===== config.mk =====
export PLATFORM = sky130hd
export DESIGN_NAME = dmem_access_ctrl
export DESIGN_NICKNAME = d
export VERILOG_FILES = /design/src/rtl/dmem_pkg.sv /design/src/rtl/dmem_lane_align.sv /design/src/rtl/dmem_access_ctrl.sv
export SDC_FILE = /design/constraint.sdc
export NUM_CORES = 1
export LEC_CHECK = 0
export ABC_CLOCK_PERIOD_IN_PS = 3510
export CAP_MARGIN = 15
export CORE_MARGIN = 4
export CORE_UTILIZATION = 30
export DETAILED_ROUTE_END_ITERATION = 10
export HOLD_SLACK_MARGIN = 0.15
export PLACE_DENSITY = 0.59
export SYNTH_ARGS = -nofsm -noshare
export SYNTH_HDL_FRONTEND = slang
export SYNTH_SLANG_ARGS = --single-unit

===== constraint.sdc =====
create_clock -name clk -period 3.51 [get_ports clk]
set_input_delay 0.5265 -clock clk [delete_from_list [all_inputs] [get_ports clk]]
set_output_delay 0.5265 -clock clk [all_outputs]
set_load 0.01 [all_outputs]

===== src/rtl/dmem_pkg.sv =====
// Shared types for the data-memory access controller.
package dmem_pkg;

   typedef enum logic [1:0] {
      SZ_B = 2'b00,
      SZ_H = 2'b01,
      SZ_W = 2'b10
   } size_e;

   typedef enum logic [2:0] {
      IDLE,
      ACC,
      RD_WAIT,
      WR,
      RESP
   } state_e;

   localparam logic [1:0] SZ_ILLEGAL = 2'b11;

endpackage


===== src/rtl/dmem_lane_align.sv =====
// Little-endian lane handling: load extract/extend and sub-word store merge.
module dmem_lane_align
   import dmem_pkg::*;
(
   input  logic [31:0] i_word,
   input  logic [1:0]  i_addr_lo,
   input  logic [1:0]  i_size,
   input  logic        i_unsigned,
   input  logic [31:0] i_wdata,
   output logic [31:0] o_load,
   output logic [31:0] o_merged
);

   logic [7:0]  w_byte;
   logic [15:0] w_half;

   always_comb begin
      w_byte   = i_word[{i_addr_lo, 3'b000} +: 8];
      w_half   = i_addr_lo[1] ? i_word[31:16] : i_word[15:0];
      o_load   = i_word;
      o_merged = i_wdata;
      case (i_size)
         SZ_B: begin
            o_load   = {{24{~i_unsigned & w_byte[7]}}, w_byte};
            o_merged = i_word;
            o_merged[{i_addr_lo, 3'b000} +: 8] = i_wdata[7:0];
         end
         SZ_H: begin
            o_load   = {{16{~i_unsigned & w_half[15]}}, w_half};
            o_merged = i_word;
            o_merged[{i_addr_lo[1], 4'b0000} +: 16] = i_wdata[15:0];
         end
         default: ;
      endcase
   end

endmodule


===== src/rtl/dmem_access_ctrl.sv =====
// Two-port data-memory access controller: arbitration, sub-word RMW, fault checks.
// state   | meaning
// IDLE    | waiting for a request; combinational grant
// ACC     | check latched request, issue read or word write
// RD_WAIT | capture read word, extract load or merge store lane
// WR      | write back merged word of a sub-word store
// RESP    | pulse rvalid with result/fault to the owning port
module dmem_access_ctrl
   import dmem_pkg::*;
#(
   parameter int NUM_WORDS  = 1024,
   parameter int ADDR_W     = $clog2(NUM_WORDS),
   parameter bit PRIO_FIXED = 1'b0
)(
   input  logic              clk,
   input  logic              rst,
   input  logic              p0_req,
   input  logic              p0_we,
   input  logic [1:0]        p0_size,
   input  logic              p0_unsigned,
   input  logic [31:0]       p0_addr,
   input  logic [31:0]       p0_wdata,
   output logic              p0_gnt,
   output logic              p0_rvalid,
   output logic [31:0]       p0_rdata,
   output logic              p0_fault,
   input  logic              p1_req,
   input  logic              p1_we,
   input  logic [1:0]        p1_size,
   input  logic              p1_unsigned,
   input  logic [31:0]       p1_addr,
   input  logic [31:0]       p1_wdata,
   output logic              p1_gnt,
   output logic              p1_rvalid,
   output logic [31:0]       p1_rdata,
   output logic              p1_fault,
   output logic              mem_rd,
   output logic              mem_wr,
   output logic [ADDR_W-1:0] mem_addr,
   output logic [31:0]       mem_wdata,
   input  logic [31:0]       mem_rdata
);

   state_e      r_state, w_next;
   logic        r_we, r_uns, r_port, r_last_grant, r_fault;
   logic [1:0]  r_size;
   logic [31:0] r_addr, r_wdata, r_word, r_result;
   logic        w_grant, w_win, w_fault, w_resp;
   logic        w_mem_rd, w_mem_wr, w_rvalid;
   logic [31:0] w_mem_wdata, w_load, w_merged;

   always_comb begin
      w_win = p1_req;
      if (p0_req && p1_req)
         w_win = PRIO_FIXED ? 1'b0 : ~r_last_grant;
   end

   assign w_grant = (r_state == IDLE) && !rst && (p0_req || p1_req);

   assign w_fault = (r_size == SZ_ILLEGAL)
                 || (r_size == SZ_H && r_addr[0])
                 || (r_size == SZ_W && r_addr[1:0] != 2'b00)
                 || (r_addr[31:2] >= 30'(NUM_WORDS));

   dmem_lane_align u_align (
      .i_word     (mem_rdata),
      .i_addr_lo  (r_addr[1:0]),
      .i_size     (r_size),
      .i_unsigned (r_uns),
      .i_wdata    (r_wdata),
      .o_load     (w_load),
      .o_merged   (w_merged)
   );

   always_comb begin
      w_next      = r_state;
      w_mem_rd    = 1'b0;
      w_mem_wr    = 1'b0;
      w_mem_wdata = '0;
      w_rvalid    = 1'b0;
      case (r_state)
         IDLE: if (w_grant) w_next = ACC;
         ACC: begin
            if (w_fault) begin
               w_next = RESP;
            end else if (r_we && r_size == SZ_W) begin
               w_mem_wr    = 1'b1;
               w_mem_wdata = r_wdata;
               w_next      = RESP;
            end else begin
               w_mem_rd = 1'b1;
               w_next   = RD_WAIT;
            end
         end
         RD_WAIT: w_next = r_we ? WR : RESP;
         WR: begin
            w_mem_wr    = 1'b1;
            w_mem_wdata = r_word;
            w_next      = RESP;
         end
         RESP: begin
            w_rvalid = 1'b1;
            w_next   = IDLE;
         end
         default: w_next = IDLE;
      endcase
   end

   always_ff @(posedge clk) begin
      if (rst) begin
         r_state      <= IDLE;
         r_we         <= 1'b0;
         r_uns        <= 1'b0;
         r_port       <= 1'b0;
         r_last_grant <= 1'b1;
         r_fault      <= 1'b0;
         r_size       <= 2'b00;
         r_addr       <= '0;
         r_wdata      <= '0;
         r_word       <= '0;
         r_result     <= '0;
      end else begin
         r_state <= w_next;
         if (w_grant) begin
            r_we         <= w_win ? p1_we       : p0_we;
            r_size       <= w_win ? p1_size     : p0_size;
            r_uns        <= w_win ? p1_unsigned : p0_unsigned;
            r_addr       <= w_win ? p1_addr     : p0_addr;
            r_wdata      <= w_win ? p1_wdata    : p0_wdata;
            r_port       <= w_win;
            r_last_grant <= w_win;
            r_fault      <= 1'b0;
            r_result     <= '0;
         end
         if (r_state == ACC && w_fault)
            r_fault <= 1'b1;
         if (r_state == RD_WAIT) begin
            if (r_we) r_word   <= w_merged;
            else      r_result <= w_load;
         end
      end
   end

   // Gating with rst keeps a reset cycle from committing a pending write.
   assign mem_rd    = w_mem_rd & ~rst;
   assign mem_wr    = w_mem_wr & ~rst;
   assign mem_addr  = (mem_rd | mem_wr) ? r_addr[ADDR_W+1:2] : '0;
   assign mem_wdata = mem_wr ? w_mem_wdata : '0;

   assign w_resp    = w_rvalid & ~rst;
   assign p0_gnt    = w_grant & ~w_win;
   assign p1_gnt    = w_grant & w_win;
   assign p0_rvalid = w_resp & ~r_port;
   assign p1_rvalid = w_resp & r_port;
   assign p0_rdata  = p0_rvalid ? r_result : '0;
   assign p1_rdata  = p1_rvalid ? r_result : '0;
   assign p0_fault  = p0_rvalid & r_fault;
   assign p1_fault  = p1_rvalid & r_fault;

endmodule


======== Word-level counts from Yosys, hierarchy flattened ========
Index checks and enable logic that the tools add are counted.
word-level totals
  bits of input ports ..................... 172
  bits in registers ....................... 138
  output and inout port bits .............. 114
  logic and storage cells ................. 96
operators by class
  bitwise gates (word level) .............. 17
  eq/ne operators ......................... 8
  mux-type cells .......................... 35
  order comparisons ....................... 1
  reductions and logical operators ........ 17
  $add $sub $neg .......................... 2
  shift operators ......................... 5
operator list
  cell                                                                  count
  two-way mux 32 bit                                                    10
  one-hot mux 32 bit (2 select lines)                                   3
  bitwise mux 32 bit                                                    2
  variable shift 16 x 7 -> 32 bit (first input constant)                1
  variable shift 8 x 7 -> 32 bit (first input constant)                 1
  indexed part select 16 x 7 -> 32 bit                                  1
  indexed part select 32 x 6 -> 8 bit                                   1
  indexed part select 8 x 7 -> 32 bit                                   1
  greater-or-equal comparator 30 x 11 -> 1 bit (second input constant)  1
  two-way mux 16 bit                                                    1
  negator 5 -> 7 bit                                                    2
  two-way mux 3 bit                                                     4
  one-hot mux 3 bit (4 select lines)                                    1
  AND 1 bit                                                             11
  two-way mux 1 bit                                                     11
  two-way mux 10 bit                                                    1
  logical AND 1 bit                                                     7
  equality test 3 x 2 -> 1 bit (second input constant)                  2
  inverter 1 bit                                                        5
  equality test 2 bit (second input constant)                           2
  logical OR 1 bit                                                      4
  nonzero test 2 bit                                                    2
  equality test 3 x 1 -> 1 bit (second input constant)                  1
  equality test 3 bit (second input constant)                           1
  9 further kinds                                                       9

======== Logic depth before layout (Yosys ltp) ========
  depth after elaboration ................. 10
  mapped depth ............................ 9
  depth with buffers taken out ............ 6

======== Modules after synthesis ========
Synthesis repeated with hierarchy kept, for this count alone.
unflattened totals
  cell total of the unflattened synthesis .. 982
  area total of the unflattened synthesis .. 7,910.1 um2
modules (own cells, without submodules)
  module            area each (um2)  times used  cells an instance  seq. area each (um2)
  dmem_access_ctrl  6,002.0          1           703                2,762.6
  dmem_lane_align   1,908.1          1           279                0.0

======== Least setup slack after synthesis ========
No wires, ideal clock.
  path type ............................... reg-to-output
  start point ............................. register r_addr[1]
  end point ............................... output port mem_wdata[10]
  cell stages (with the launch flop) ...... 9
  buffers on the path ..................... 3
  data arrival time ....................... 2,170 ps
  slack ................................... 813 ps
  required time ........................... 2,984 ps
  path through ............................ dfxtp_1 buf_2 clkinv_1 clkbuf_1 ha_1 o2111ai_1 nor4_4 buf_6 a22o_1
between the ends
  longest elaborated chain between the ends .. 8
  elaborated cells between the ends (all ways) .. 10
  classes of those cells .................. mux (5); bitwise (1); reduce/logical (4)
RTL lines
  what                                line                     RTL
  start, declared                     dmem_access_ctrl.sv:47   logic [31:0] r_addr, r_wdata, r_word, r_result;
  start signal, assigned              dmem_access_ctrl.sv:128  r_addr <= w_win ? p1_addr : p0_addr;
  nonzero test 2 bit (*)              dmem_access_ctrl.sv:62   || (r_size == SZ_W && r_addr[1:0] != 2'b00)
  logical AND 1 bit (*)               dmem_access_ctrl.sv:62
  logical OR 1 bit (*)                dmem_access_ctrl.sv:62
  logical OR 1 bit (*)                dmem_access_ctrl.sv:63   || (r_addr[31:2] >= 30'(NUM_WORDS));
  two-way mux 1 bit                   dmem_access_ctrl.sv:84   if (w_fault) begin
  one-hot mux 1 bit (2 select lines)  dmem_access_ctrl.sv:81   case (r_state)
  AND 1 bit                           dmem_access_ctrl.sv:146  assign mem_wr = w_mem_wr & ~rst;
  two-way mux 32 bit (*)              dmem_access_ctrl.sv:148  assign mem_wdata = mem_wr ? w_mem_wdata : '0;
  end, declared                       dmem_access_ctrl.sv:40   output logic [31:0] mem_wdata,
Mark *: on every way between the ends. The rest lies on a longest branch, timed or not.

======== Worst setup path in the final report ========
  start point ............................. register r_addr[24]
  end point ............................... output port mem_wdata[3]
between the ends
  longest elaborated chain between the ends .. 6
  elaborated cells between the ends (all ways) .. 8
  classes of those cells .................. order compare (1); mux (5); bitwise (1); reduce/logical (1)
RTL lines
  what                                              line
  greater-or-equal comparator 30 x 11 -> 1 bit (*)  dmem_access_ctrl.sv:63
  logical OR 1 bit (*)                              dmem_access_ctrl.sv:63
  two-way mux 1 bit                                 dmem_access_ctrl.sv:84
  one-hot mux 1 bit (2 select lines)                dmem_access_ctrl.sv:81
  AND 1 bit                                         dmem_access_ctrl.sv:146
  two-way mux 32 bit (*)                            dmem_access_ctrl.sv:148
Marked as above.

==> flow_metrics.py <==
metrics = {
    "clock_tree": {
        "cts_tree": "built",
        "clk_path_buf_depth": 2,
        "post_cts_buffers": 0,
        "clk_pin_slew_ns": 0.07,
        "clkSinkCount": 138,
        "cts.htree.levels": 4,
        "ctsResizeCount": 2,
        "clkLatencyLatePin_ns": 0.43,
        "cts-root-buf": "clkbuf_16",
        "cts_hold_buf": 0,
        "numCtsBuffers": 17,
    },
    "setup_path": {
        "critical_path_required_ns": 2.98,
        "cp-startpoint": "r_addr[24]",
        "rr_worst_depth": 5,
        "cp_slowest_cell": "clkdlybuf4s50_1",
        "worstSetupStartpointType": "flip-flop",
        "timing.rr.end": "r_wdata[1]",
        "path_class": "reg -> out",
        "cp_cell_sequence": "nor4_1 -> o2111ai_2 -> nor4_4 -> buf_12 -> a22o_1 -> clkdlybuf4s50_1",
        "endpoint_kind": "primary output",
        "r2r_setup_slack_ns": 1.00,
        "cp_max_fo": 33,
        "r2r_start": "r_state[0]",
        "max_stage_delay_ns": 0.56,
        "crit_arrival_ns": 2.88,
    },
    "floorplanning": {
        "initial_core_util_pct": 30.6,
        "core_um2": 24500,
        "die_x_um": 166,
        "io_pins": 286,
        "fp.dieArea_um2": 27500,
        "row_count": 57,
        "die_h_um": 166,
    },
    "global_route": {
        "grt_pass1_vias": 7905,
        "busiest_layer": "met2",
        "met1_usage_pct": 30.6,
        "antenna_found_initial": 1,
        "grt_util_met2_pct": 35.2,
        "grt_usage_pct": 22.1,
        "use_met3_pct": 4.78,
        "grt_max_degree": 97,
        "grt_overflow": 0,
        "grt_pass1_wl_um": 48700,
    },
    "cells_and_area": {
        "area_growth_pct": 49.7,
        "nNetsFinal": 1273,
        "drive_above_1_share_pct": 8.57,
        "multi_input_area_um2": 4290,
        "fin_cells": 1434,
        "fill_cells": 2381,
        "utilization_pct": 45.8,
        "seq_area_um2": 2770,
    },
    "synthesis": {
        "syn_nets": 1037,
        "synthCells": 860,
        "synth_common_cells": "138 x dfxtp_1, 107 x nor2_1, 81 x a22o_1",
        "postSynthAreaPerCell_um2": 8.70,
        "synth_area_leaders": "dfxtp_1 37%, a22o_1 9.5%, a222oi_1 9.2%",
        "ys.flop_type": "dfxtp_1",
        "synth.distinct_cells": 55,
        "ys_warn_count": 0,
        "syn_area_um2": 7490,
        "yosys.area.top_type": "dfxtp_1",
        "async_reset_ff_share_pct": 0,
        "synth_edf_count": 0,
        "synth.most_common_cell": "dfxtp_1",
        "synth_top_area_share_pct": 36.9,
        "synth-seq-cells": 138,
        "ys_seq_area_share_pct": 36.9,
    },
    "routing": {
        "wl_per_cell_um": 22.5,
        "vias": 8417,
        "wl_um": 32300,
        "drtIter0Drc": 1041,
        "ant_nets": 0,
        "drc": 0,
        "routed_via_density": 5.87,
        "drt_first_pass_iters": 9,
    },
    "power": {
        "peakVddDrop_uv": 263,
        "power_density_nw_per_um2": 422,
        "cellLeakagePower_uw": 0.00396,
    },
    "hold_path": {
        "holdCritStartpoint": "r_result[14]",
        "hold_path.class": "reg -> reg",
        "holdPathStages": 1,
        "holdPathEnd": "r_result[14]",
    },
    "timing": {
        "fmax_ghz": 0.294,
        "slew_violations": 0,
        "fin_worst_skew_ns": 0.0234,
        "period_minus_slack_ns": 3.40,
        "hold_viol": 0,
        "period_share_pct": 97.0,
        "rsz0062_at_grt": "false",
        "fin_tns_setup_ns": 0,
        "tightestPinTransition_ns": 1.11,
        "slew_headroom_pct": 26.2,
        "setup_ws_ns": 0.107,
        "setup_viol": 0,
    },
    "place": {
        "gp_congestion": 0.844,
        "hpwl_um": 23100,
        "place_ws_ns": 0.480,
        "placedCellCount": 1401,
        "io_buffer_count": 285,
    },
    "job": {
        "max-cap-violations": 0,
    },
    "run_status": {
        "status": "finished, final reports clean",
    },
}
power breakdown:
part	leakage (uW)	switching (uW)	internal [uW]
Combinational	0.00257	640	513
Sequential	0.00112	119	1680
Clock	0.000273	832	945
Total	0.00396	1590	3140
critical path: cells and delay by family (launching register included):
kind | cells | cell delay [ns]
AND/OR/NAND/NOR | 2 | 0.83
flip-flops | 1 | 0.32
buffers and inverters | 2 | 0.79
AO/OA/AOI/OAI | 2 | 0.49
layout by cell type, fill, tap and decap left out, drive strengths merged, types with 20 or more instances in the layout:
| master | netlist | layout |
|---|---|---|
| a221oi | 32 | 32 |
| nor2 | 107 | 107 |
| buf | 33 | 37 |
| nor3 | 20 | 20 |
| and2 | 77 | 77 |
| clkdlybuf4s50 | 0 | 284 |
| dfxtp | 138 | 138 |
| a311oi | 23 | 23 |
| nand2 | 41 | 41 |
| a21oi | 29 | 29 |
| a22o | 81 | 81 |
| a222oi | 69 | 69 |
through the flow:
step	hold slack, ns	power (uW)	area, um2
2_1_floorplan	0.438	2450	7490
3_3_place_gp	0.474	2950	10600
3_5_place_dp	0.480	2960	10600
4_1_cts	0.497	4750	11200
5_1_grt	0.511	4940	11200
6_report	0.494	4730	11200
layer usage:
metal | vias up | share of wire, %
met2 | 443 | 45
met3 | 43 | 8.4
li1 | 3845 | -
met5 | - | 0
met1 | 4086 | 44
met4 | 0 | 2.0
cells by family after synthesis:
family / share of synthesized area [%]
compound gates: 35.1
simple gates: 19.2
flops: 36.9
buf+inv: 6.38
mux: 1.62
fa+ha+maj: 0.836
cell type report:
| type | instances | area share, % |
|---|---|---|
| repair buffers | 321 | 28.0 |
| clock inverters | 15 | 1.34 |
| multi-input cells | 609 | 38.3 |
| inverters | 9 | 0.301 |
| clock buffers | 17 | 3.80 |
| diodes | 1 | 0.0223 |
| flip-flops and latches | 138 | 24.7 |
| well taps | 324 | 3.62 |
state kept, by name, indices dropped and copies added, names as in the netlist, 2 cells and up:
name / cells
r_state: 3
r_size: 2
r_wdata: 32
r_result: 32
r_word: 32
r_addr: 32
worst max-delay path by stage:
stage                         end  depth (start not counted)
global route         mem_wdata[2]                          6
finish               mem_wdata[3]                          6
global placement     mem_wdata[2]                          6
CTS                 mem_wdata[12]                          6
detailed placement    mem_addr[0]                          5
floorplan           mem_wdata[10]                          8
Note: power is estimated with default switching activity, not from simulation.
